<file path="src/rtl/imm_ctrl_pkg.sv">
// Shared encodings for immediate-extension decode: kind codes, opcodes, FIFO entry layout.
package imm_ctrl_pkg;

  localparam int DEPTH = 2;

  typedef enum logic [2:0] {
    KIND_NONE   = 3'd0,
    KIND_SEXT   = 3'd1,
    KIND_ZEXT   = 3'd2,
    KIND_LUI    = 3'd3,
    KIND_BRANCH = 3'd4,
    KIND_JUMP   = 3'd5
  } imm_kind_e;

  localparam logic [5:0] OP_RTYPE  = 6'h00;
  localparam logic [5:0] OP_REGIMM = 6'h01;
  localparam logic [5:0] OP_J      = 6'h02;
  localparam logic [5:0] OP_JAL    = 6'h03;
  localparam logic [5:0] OP_BEQ    = 6'h04;
  localparam logic [5:0] OP_BNE    = 6'h05;
  localparam logic [5:0] OP_BLEZ   = 6'h06;
  localparam logic [5:0] OP_BGTZ   = 6'h07;
  localparam logic [5:0] OP_ADDI   = 6'h08;
  localparam logic [5:0] OP_ADDIU  = 6'h09;
  localparam logic [5:0] OP_SLTI   = 6'h0A;
  localparam logic [5:0] OP_SLTIU  = 6'h0B;
  localparam logic [5:0] OP_ANDI   = 6'h0C;
  localparam logic [5:0] OP_ORI    = 6'h0D;
  localparam logic [5:0] OP_XORI   = 6'h0E;
  localparam logic [5:0] OP_LUI    = 6'h0F;
  localparam logic [5:0] OP_LB     = 6'h20;
  localparam logic [5:0] OP_LH     = 6'h21;
  localparam logic [5:0] OP_LW     = 6'h23;
  localparam logic [5:0] OP_LBU    = 6'h24;
  localparam logic [5:0] OP_LHU    = 6'h25;
  localparam logic [5:0] OP_SB     = 6'h28;
  localparam logic [5:0] OP_SH     = 6'h29;
  localparam logic [5:0] OP_SW     = 6'h2B;

  typedef struct packed {
    logic [31:0] imm;
    imm_kind_e   kind;
  } imm_ent_t;

endpackage

</file>
<file path="src/rtl/imm_ext_decode.sv">
// Combinational opcode decode to extended immediate and kind; zero latency, no flow control.
module imm_ext_decode
  import imm_ctrl_pkg::*;
(
  input  logic [31:0] i_instr,
  output imm_ent_t    o_ent
);

  logic [5:0]  w_op;
  logic [15:0] w_imm16;
  logic [25:0] w_target;

  assign w_op     = i_instr[31:26];
  assign w_imm16  = i_instr[15:0];
  assign w_target = i_instr[25:0];

  always_comb begin
    o_ent.imm  = 32'h0000_0000;
    o_ent.kind = KIND_NONE;
    case (w_op)
      OP_ADDI, OP_ADDIU, OP_SLTI, OP_SLTIU,
      OP_LB, OP_LH, OP_LW, OP_LBU, OP_LHU,
      OP_SB, OP_SH, OP_SW: begin
        o_ent.imm  = {{16{w_imm16[15]}}, w_imm16};
        o_ent.kind = KIND_SEXT;
      end
      OP_ANDI, OP_ORI, OP_XORI: begin
        o_ent.imm  = {16'h0000, w_imm16};
        o_ent.kind = KIND_ZEXT;
      end
      OP_LUI: begin
        o_ent.imm  = {w_imm16, 16'h0000};
        o_ent.kind = KIND_LUI;
      end
      OP_REGIMM, OP_BEQ, OP_BNE, OP_BLEZ, OP_BGTZ: begin
        o_ent.imm  = {{14{w_imm16[15]}}, w_imm16, 2'b00};
        o_ent.kind = KIND_BRANCH;
      end
      // Upper PC bits are merged downstream by the PC logic.
      OP_J, OP_JAL: begin
        o_ent.imm  = {4'h0, w_target, 2'b00};
        o_ent.kind = KIND_JUMP;
      end
      default: begin
        o_ent.imm  = 32'h0000_0000;
        o_ent.kind = KIND_NONE;
      end
    endcase
  end

endmodule

</file>
<file path="src/rtl/imm_extend_ctrl.sv">
// Decode-stage immediate generator with a 2-entry in-order FIFO; result one cycle after accept.
// In_Ready depends only on the registered count (no ready-through); Flush clears occupancy.
module imm_extend_ctrl
  import imm_ctrl_pkg::*;
#(
  parameter int CNT_W = 16
) (
  input  logic             Clk,
  input  logic             Rst_n,
  input  logic [31:0]      Instr_In,
  input  logic             In_Valid,
  output logic             In_Ready,
  input  logic             Flush,
  output logic [31:0]      Imm_Out,
  output logic [2:0]       Imm_Kind,
  output logic             Out_Valid,
  input  logic             Out_Ready,
  output logic [CNT_W-1:0] Accept_Cnt
);

  imm_ent_t         w_dec;
  imm_ent_t         r_ent [2];
  logic [1:0]       r_count;
  logic [CNT_W-1:0] r_acc;
  logic             w_push;
  logic             w_pop;

  imm_ext_decode u_dec (
    .i_instr (Instr_In),
    .o_ent   (w_dec)
  );

  assign In_Ready   = (r_count != 2'(DEPTH));
  assign Out_Valid  = (r_count != 2'd0);
  assign w_push     = In_Valid & In_Ready;
  assign w_pop      = Out_Valid & Out_Ready;
  assign Imm_Out    = r_ent[0].imm;
  assign Imm_Kind   = r_ent[0].kind;
  assign Accept_Cnt = r_acc;

  // Entry 0 is always the head, so an emptied FIFO keeps presenting the last value.
  always_ff @(posedge Clk or negedge Rst_n) begin
    if (!Rst_n) begin
      r_count  <= 2'd0;
      r_ent[0] <= '0;
      r_ent[1] <= '0;
      r_acc    <= '0;
    end else if (Flush) begin
      r_count <= 2'd0;
    end else begin
      if (w_push) begin
        r_acc <= r_acc + CNT_W'(1);
      end
      case ({w_push, w_pop})
        2'b10: begin
          if (r_count == 2'd0) begin
            r_ent[0] <= w_dec;
          end else begin
            r_ent[1] <= w_dec;
          end
          r_count <= r_count + 2'd1;
        end
        2'b01: begin
          if (r_count == 2'd2) begin
            r_ent[0] <= r_ent[1];
          end
          r_count <= r_count - 2'd1;
        end
        // Simultaneous push/pop only happens at count 1: replace the head in place.
        2'b11: r_ent[0] <= w_dec;
        default: ;
      endcase
    end
  end

endmodule

</file>
<file path="config.mk">
export PLATFORM = sky130hd
export DESIGN_NAME = imm_extend_ctrl
export DESIGN_NICKNAME = d
export VERILOG_FILES = /design/src/rtl/imm_ctrl_pkg.sv /design/src/rtl/imm_ext_decode.sv /design/src/rtl/imm_extend_ctrl.sv
export SDC_FILE = /design/constraint.sdc
export NUM_CORES = 1
export LEC_CHECK = 0
export BUFFER_PORTS_ARGS = -buffer_cell sky130_fd_sc_hd__buf_2
export CAP_MARGIN = 20
export CORE_ASPECT_RATIO = 1.75
export CORE_MARGIN = 2
export CORE_UTILIZATION = 45
export CTS_CLUSTER_DIAMETER = 40
export CTS_CLUSTER_SIZE = 24
export DETAILED_ROUTE_END_ITERATION = 10
export GPL_TIMING_DRIVEN = 1
export HOLD_SLACK_MARGIN = 0.15
export PLACE_DENSITY_LB_ADDON = 0.2
export SETUP_SLACK_MARGIN = 0.2
export SYNTH_ARGS = -nofsm -noshare
export SYNTH_HDL_FRONTEND = slang
export SYNTH_SLANG_ARGS = --single-unit
</file>
<file path="constraint.sdc">
create_clock -name Clk -period 3.9 [get_ports Clk]
set_input_delay 0.78 -clock Clk [delete_from_list [all_inputs] [get_ports Clk]]
set_output_delay 0.78 -clock Clk [all_outputs]
set_load 0.1 [all_outputs]
</file>
After elaboration in Yosys (flattened, before gate mapping)
Index checks and enable logic that the tools add are counted.
{"block": "word_totals", "regBits": 88, "in_bits": 37, "out_inout_bits": 53, "elab_cells": 60}
{"block": "classes", "add_sub_neg": 3, "eq_ne": 30, "n_mux": 6, "n_bitwise": 4, "n_reduce_logical": 11}
{"op": "case mux 35 bit (5 select lines)", "count": 1}
{"op": "case mux 35 bit (3 select lines)", "count": 1}
{"op": "two-way mux 35 bit", "count": 2}
{"op": "equality test 6 x 4 -> 1 bit, second input constant", "count": 8}
{"op": "equality test 6 bit, second input constant", "count": 8}
{"op": "equality test 6 x 3 -> 1 bit, second input constant", "count": 4}
{"op": "adder 16 x 1 -> 16 bit, second input constant", "count": 1}
{"op": "equality test 6 x 2 -> 1 bit, second input constant", "count": 2}
{"op": "OR reduction 12 bit", "count": 1}
{"op": "equality test 2 bit, second input constant", "count": 3}
{"op": "equality test 6 x 1 -> 1 bit, second input constant", "count": 1}
{"op": "!= test 2 bit, second input constant", "count": 3}
{"op": "nonzero test 3 bit", "count": 2}
{"op": "OR reduction 5 bit", "count": 1}
{"op": "case mux 2 bit (2 select lines)", "count": 1}
{"op": "AND reduction 4 bit", "count": 1}
{"op": "AND reduction 3 bit", "count": 1}
{"op": "OR reduction 3 bit", "count": 1}
{"op": "adder 2 x 1 -> 2 bit, second input constant", "count": 1}
{"op": "AND 1 bit", "count": 2}
{"op": "equality test 2 x 1 -> 1 bit, second input constant", "count": 1}
{"op": "logical NOT 2 bit", "count": 1}
{"op": "two-way mux 2 bit", "count": 1}
{"op": "inverter 1 bit", "count": 2}
{"op": "4 further kinds", "count": 4}

Logic depth before layout (Yosys ltp)
{"block": "logic_depth", "depth_word": 5, "mapped_depth": 7}

Modules after synthesis
A second synthesis with hierarchy kept.
{"block": "unflattened", "cells_unflattened": 373, "area_unflattened_um2": 5006.1}
{"module": "imm_extend_ctrl", "instances": 1, "cells_each": 299, "area_per_inst_um2": 4444.3, "seq_area_each_um2": 2202.1}
{"module": "imm_ext_decode", "instances": 1, "cells_each": 74, "area_per_inst_um2": 561.8, "seq_area_each_um2": 0.0}

Worst setup path after synthesis
OpenSTA, ideal clock, no wires.
{"block": "synth_timing", "path_type": "input to register", "startpoint": "input port Instr_In[29]", "endpoint": "register r_ent (netlist bit Imm_Out[21])", "setup_time_ns": 0.118, "arrival_time_ns": 2.195, "required_time_ns": 3.782, "path_slack_ns": 1.587, "stages": 7, "path_buffers": 2, "cell_sequence": "buf_2 > or4_1 > and3_1 > a21oi_2 > buf_4 > a21oi_1 > a21o_1"}
{"block": "synth_between", "elab_chain_len": 5}
{"element": "start, declared", "line": "imm_extend_ctrl.sv:10", "text": "input logic [31:0] Instr_In,"}
{"element": "equality test 6 x 4 -> 1 bit, or another cell as far along", "line": "imm_ext_decode.sv:20", "text": "case (w_op)"}
{"element": "OR reduction 12 bit, or another cell as far along", "line": "imm_ext_decode.sv:20"}
{"element": "case mux 35 bit (5 select lines) *", "line": "imm_ext_decode.sv:20"}
{"element": "two-way mux 35 bit", "line": "imm_extend_ctrl.sv:56", "text": "if (r_count == 2'd0) begin"}
{"element": "case mux 35 bit (3 select lines) *", "line": "imm_extend_ctrl.sv:54", "text": "case ({w_push, w_pop})"}
{"element": "end, declared", "line": "imm_extend_ctrl.sv:22", "text": "imm_ent_t r_ent [2];"}
Every way passes the cells marked *; elsewhere a longest branch is shown, timed or not. The select of a mux whose other input is x is not followed.
A chain may end at the register's enable or synchronous reset.

Worst setup path after layout
{"block": "layout_timing", "startpoint": "input port Instr_In[26]", "endpoint": "register r_ent (netlist bit Imm_Out[20])"}
The elaborated chain is that of the path after synthesis.

==> impl_metrics.prom <==
# TYPE chip_impl_metric gauge
chip_impl_info{name="outcome",value="complete, no violations"} 1
chip_impl_metric{name="async_flop_share",unit="%"} 100
chip_impl_metric{name="fmax",unit="MHz"} 425
chip_impl_metric{name="die-area",unit="um^2"} 10500
chip_impl_info{name="criticalPathCategory",value="in2reg"} 1
chip_impl_metric{name="final_hold_viol_count",unit=""} 0
chip_impl_metric{name="fin_nets",unit=""} 539
chip_impl_metric{name="start_util",unit="%"} 46.0
chip_impl_metric{name="ratio_of_cells_with_drive_above_1_in_the_final_layout",unit="%"} 24.0
chip_impl_metric{name="io-pin-count",unit=""} 90
chip_impl_info{name="worst_setup_path_start_kind",value="input port"} 1
chip_impl_metric{name="critPathMaxFanout",unit=""} 13
chip_impl_metric{name="pre_cts_slack",unit="ns"} 1.20
chip_impl_info{name="slowest_stage",value="sky130_fd_sc_hd__or4_1"} 1
chip_impl_metric{name="gr-usage-all-layers",unit="%"} 22.2
chip_impl_metric{name="synth.yosys.seq_area_share",unit="%"} 50.6
chip_impl_metric{name="globalRoute.totalOverflow",unit=""} 0
chip_impl_metric{name="grt_pass1_wl",unit="um"} 17900
chip_impl_metric{name="finalMaxSlewViolations",unit=""} 0
chip_impl_metric{name="timing.critical_path.slowest_cell_delay",unit="ns"} 0.56
chip_impl_metric{name="floorplan.core_area",unit="um^2"} 9470
chip_impl_metric{name="final.hold.worst_slack",unit="ns"} 0.430
chip_impl_metric{name="grt_antenna_before_repair",unit=""} 0
chip_impl_metric{name="synth-seq-cells",unit=""} 88
chip_impl_metric{name="timing.slew.headroom",unit="%"} 42.1
chip_impl_metric{name="number_of_synthesized_flops_with_an_enable_pin",unit=""} 0
chip_impl_metric{name="vias",unit=""} 3564
chip_impl_metric{name="tns",unit="ns"} 0
chip_impl_metric{name="clock_insertion_delay_worst_skew",unit="ns"} 0.34
chip_impl_info{name="cell_type_with_the_largest_total_area_after_synthesis",value="sky130_fd_sc_hd__dfrtp_1"} 1
chip_impl_info{name="rsz_0062_raised_after_global_routing",value="no"} 1
chip_impl_metric{name="yosys_warnings",unit=""} 0
chip_impl_metric{name="groute.layer.met1.usage",unit="%"} 27.2
chip_impl_info{name="yosys-top-cells-area",value="sky130_fd_sc_hd__dfrtp_1 51%, sky130_fd_sc_hd__buf_4 6.4%, sky130_fd_sc_hd__a21oi_1 6.1%"} 1
chip_impl_metric{name="synth_largest_type_area_fraction",unit="%"} 50.6
chip_impl_metric{name="drtAntennaViolNets",unit=""} 0
chip_impl_metric{name="placedInstanceArea",unit="um^2"} 4650
chip_impl_info{name="cpLargestDelayFamily",value="compound AO/OA/AOI/OAI gates"} 1
chip_impl_metric{name="grt_start_max_net_pins",unit=""} 46
chip_impl_metric{name="synthCells",unit=""} 456
chip_impl_metric{name="worst_clock_skew",unit="ns"} 0.00585
chip_impl_info{name="cp-end-kind",value="register"} 1
chip_impl_metric{name="final.period_utilization",unit="%"} 60.3
chip_impl_metric{name="postRouteWirelength",unit="um"} 10900
chip_impl_metric{name="fp.dieW",unit="um"} 78.4
chip_impl_info{name="clk_root_buffer_cell",value="sky130_fd_sc_hd__clkbuf_16"} 1
chip_impl_metric{name="drt-vias-per-instance",unit=""} 5.68
chip_impl_metric{name="numPortBuffers",unit=""} 89
chip_impl_metric{name="drt_pre_antenna_iters",unit=""} 7
chip_impl_metric{name="average_routed_wire_per_standard_cell",unit="um"} 17.5
chip_impl_metric{name="setup_slack",unit="ns"} 1.55
chip_impl_metric{name="post_cts_hold_buffer_count",unit=""} 0
chip_impl_metric{name="area_delta_synth_final",unit="%"} 14.1
chip_impl_metric{name="worst-slew-pin-transition",unit="ns"} 0.867
chip_impl_metric{name="post_synth_instance_area",unit="um^2"} 4360
chip_impl_metric{name="synth_nets",unit=""} 494
chip_impl_info{name="tritoncts",value="yes"} 1
chip_impl_metric{name="max_cap_viol_count",unit=""} 0
chip_impl_metric{name="worstPathBufferInverterCount",unit=""} 1
chip_impl_metric{name="number_of_standard_cell_rows_in_the_floorplan",unit=""} 47
chip_impl_metric{name="cts-buffers-inserted",unit=""} 9
chip_impl_metric{name="stdcell_area",unit="um^2"} 4970
chip_impl_metric{name="final_report_setup_violation_count",unit=""} 0
chip_impl_metric{name="synth_cell_type_count",unit=""} 43
chip_impl_metric{name="syn_avg_cell_area",unit="um^2"} 9.55
chip_impl_metric{name="cts_resized",unit=""} 0
chip_impl_metric{name="post-route-util",unit="%"} 52.5
chip_impl_info{name="grt_busiest_layer",value="met2"} 1
chip_impl_metric{name="cts_max_path_buffers",unit=""} 2
chip_impl_metric{name="cts.clk_slew.worst_paths",unit="ns"} 0.06
chip_impl_info{name="synth.cells.most_frequent",value="88 x sky130_fd_sc_hd__dfrtp_1, 53 x sky130_fd_sc_hd__a21oi_1, 51 x sky130_fd_sc_hd__o21ai_0, 42 x sky130_fd_sc_hd__nand2_1, 37 x sky130_fd_sc_hd__buf_4"} 1
chip_impl_metric{name="grt_util_met3",unit="%"} 5.25
chip_impl_metric{name="cts_max_level",unit=""} 3
chip_impl_metric{name="antenna_cells_inserted",unit=""} 0
chip_impl_metric{name="fillerInstances",unit=""} 896
chip_impl_info{name="synthMostInstantiatedCell",value="sky130_fd_sc_hd__dfrtp_1"} 1
chip_impl_metric{name="timing.final.crit_period",unit="ns"} 2.35
chip_impl_metric{name="remaining_drc_errors",unit=""} 0
chip_impl_metric{name="globalplace.congestion",unit=""} 0.843
chip_impl_metric{name="dieHeight",unit="um"} 134
chip_impl_metric{name="1st_iter_drt_viols",unit=""} 247
chip_impl_metric{name="leakagePower",unit="uW"} 0.00251
chip_impl_info{name="crit_path_cell_trace",value="buf_2 > or4_1 > and3_1 > a21oi_2 > a21oi_1 > a21o_1"} 1
chip_impl_info{name="ys.flop_type",value="sky130_fd_sc_hd__dfrtp_1"} 1
chip_impl_info{name="hold_path.class",value="in2async"} 1
chip_impl_metric{name="cts_setup_buffers",unit=""} 0
chip_impl_metric{name="power.ir.vdd_worst",unit="mV"} 0.424
chip_impl_metric{name="worst_ep_arrival_time",unit="ns"} 2.58
chip_impl_metric{name="first_global_vias",unit=""} 3487
chip_impl_metric{name="clock-sinks",unit=""} 88
chip_impl_metric{name="place.detailed.hpwl",unit="um"} 7850
chip_impl_metric{name="required",unit="ns"} 4.13
chip_impl_metric{name="fraction_of_met2_tracks_used_by_global_routing",unit="%"} 37.1
chip_impl_metric{name="power_per_cell_area",unit="nW/um^2"} 643
[logic make-up (layout without fill, tap and decap cells)]
logic type / count (synthesis) / in the layout / synth area share [%]
flip-flops: 88 / 88 / 50.6
XOR/XNOR: 15 / 15 / 3.02
buffers and inverters: 69 / 118 / 9.45
multiplexers: 2 / 2 / 0.603
AO/OA/AOI/OAI: 169 / 169 / 24.0
AND/OR/NAND/NOR: 112 / 112 / 12.0
adder cells (fa/ha/maj): 1 / 1 / 0.287
[report_power, final]
part	total [uW]	switching (uW)	leakage, uW	internal, uW
clock network	923	332	0.000159	591
registers	1180	107	0.00114	1070
logic	1090	890	0.00121	202
total	3200	1330	0.00251	1870
[registers in the layout (all words and copies together) (netlist names)]
name,cells
Accept_Cnt,16
Imm_Kind,3
Imm_Out,32
r_count,2
r_ent,35
[worst reg2reg max path, delay by kind of cell (launching register included)]
| family | cells | cell delay, ns |
|---|---|---|
| buffers and inverters | 1 | 0.39 |
| AO/OA/AOI/OAI | 3 | 0.41 |
| flip-flops | 1 | 0.46 |
| AND/OR/NAND/NOR | 2 | 1.01 |
[placed cells by master (no fill, tap or decap), types with 2 or more instances in the layout]
master                       n
sky130_fd_sc_hd__nand3b_1    2
sky130_fd_sc_hd__inv_1       6
sky130_fd_sc_hd__a22oi_1    25
sky130_fd_sc_hd__clkbuf_8    2
sky130_fd_sc_hd__buf_2      88
sky130_fd_sc_hd__nand4_1     3
sky130_fd_sc_hd__dfrtp_1    88
sky130_fd_sc_hd__bufinv_16   2
sky130_fd_sc_hd__a21oi_2     2
sky130_fd_sc_hd__and3_1      9
sky130_fd_sc_hd__nand3_1    17
sky130_fd_sc_hd__buf_4       8
sky130_fd_sc_hd__o21ai_0    51
sky130_fd_sc_hd__nor2_1     23
sky130_fd_sc_hd__nor3_1      6
sky130_fd_sc_hd__xor2_1      4
sky130_fd_sc_hd__nand2_1    42
sky130_fd_sc_hd__a21o_1     27
sky130_fd_sc_hd__xnor2_1    11
sky130_fd_sc_hd__clkbuf_16   9
sky130_fd_sc_hd__or2_2       2
sky130_fd_sc_hd__nor2b_1     2
sky130_fd_sc_hd__a21oi_1    53
[final cells by class]
cell class | count | area, um^2 | area share, %
sequential | 88 | 2200 | 44.3
multi-input combinational | 299 | 1740 | 35.1
timing repair buffer | 97 | 528 | 10.6
clock buffer | 12 | 256 | 5.16
tap | 122 | 153 | 3.07
clock inverter | 3 | 65.1 | 1.31
inverter | 6 | 22.5 | 0.453
[final timing paths]
path                         startpoint        endpoint  slack (ns)  cells after the start
setup / recovery           Instr_In[26]     Imm_Out[20]        1.55                      6
hold / removal                    Rst_n  Accept_Cnt[15]        0.43                      1
setup reg to reg             r_count[0]      Imm_Out[5]        1.58                      6
hold reg to reg             Imm_Out[14]     Imm_Out[14]        0.47                      1
max in group asynchronous         Rst_n      Imm_Out[0]        2.85                      2
min in group Clk            Imm_Out[14]     Imm_Out[14]        0.47                      1
[metrics by stage]
| stage | total power, uW | cells |
|---|---|---|
| final | 3200 | 627 |
| after global routing | 3330 | 627 |
| after CTS | 3230 | 627 |
| after detailed placement | 2290 | 612 |
| after global placement | 2270 | 611 |
| after floorplan | 2160 | 456 |
[routing by layer]
layer / share of wire [%] / up-vias
met2: 52 / 138
li1: - / 1671
met1: 38 / 1738
met3: 7.2 / 17
met4: 2.6 / 0
met5: 0 / -
No activity file was read; power rests on OpenSTA's default activity.
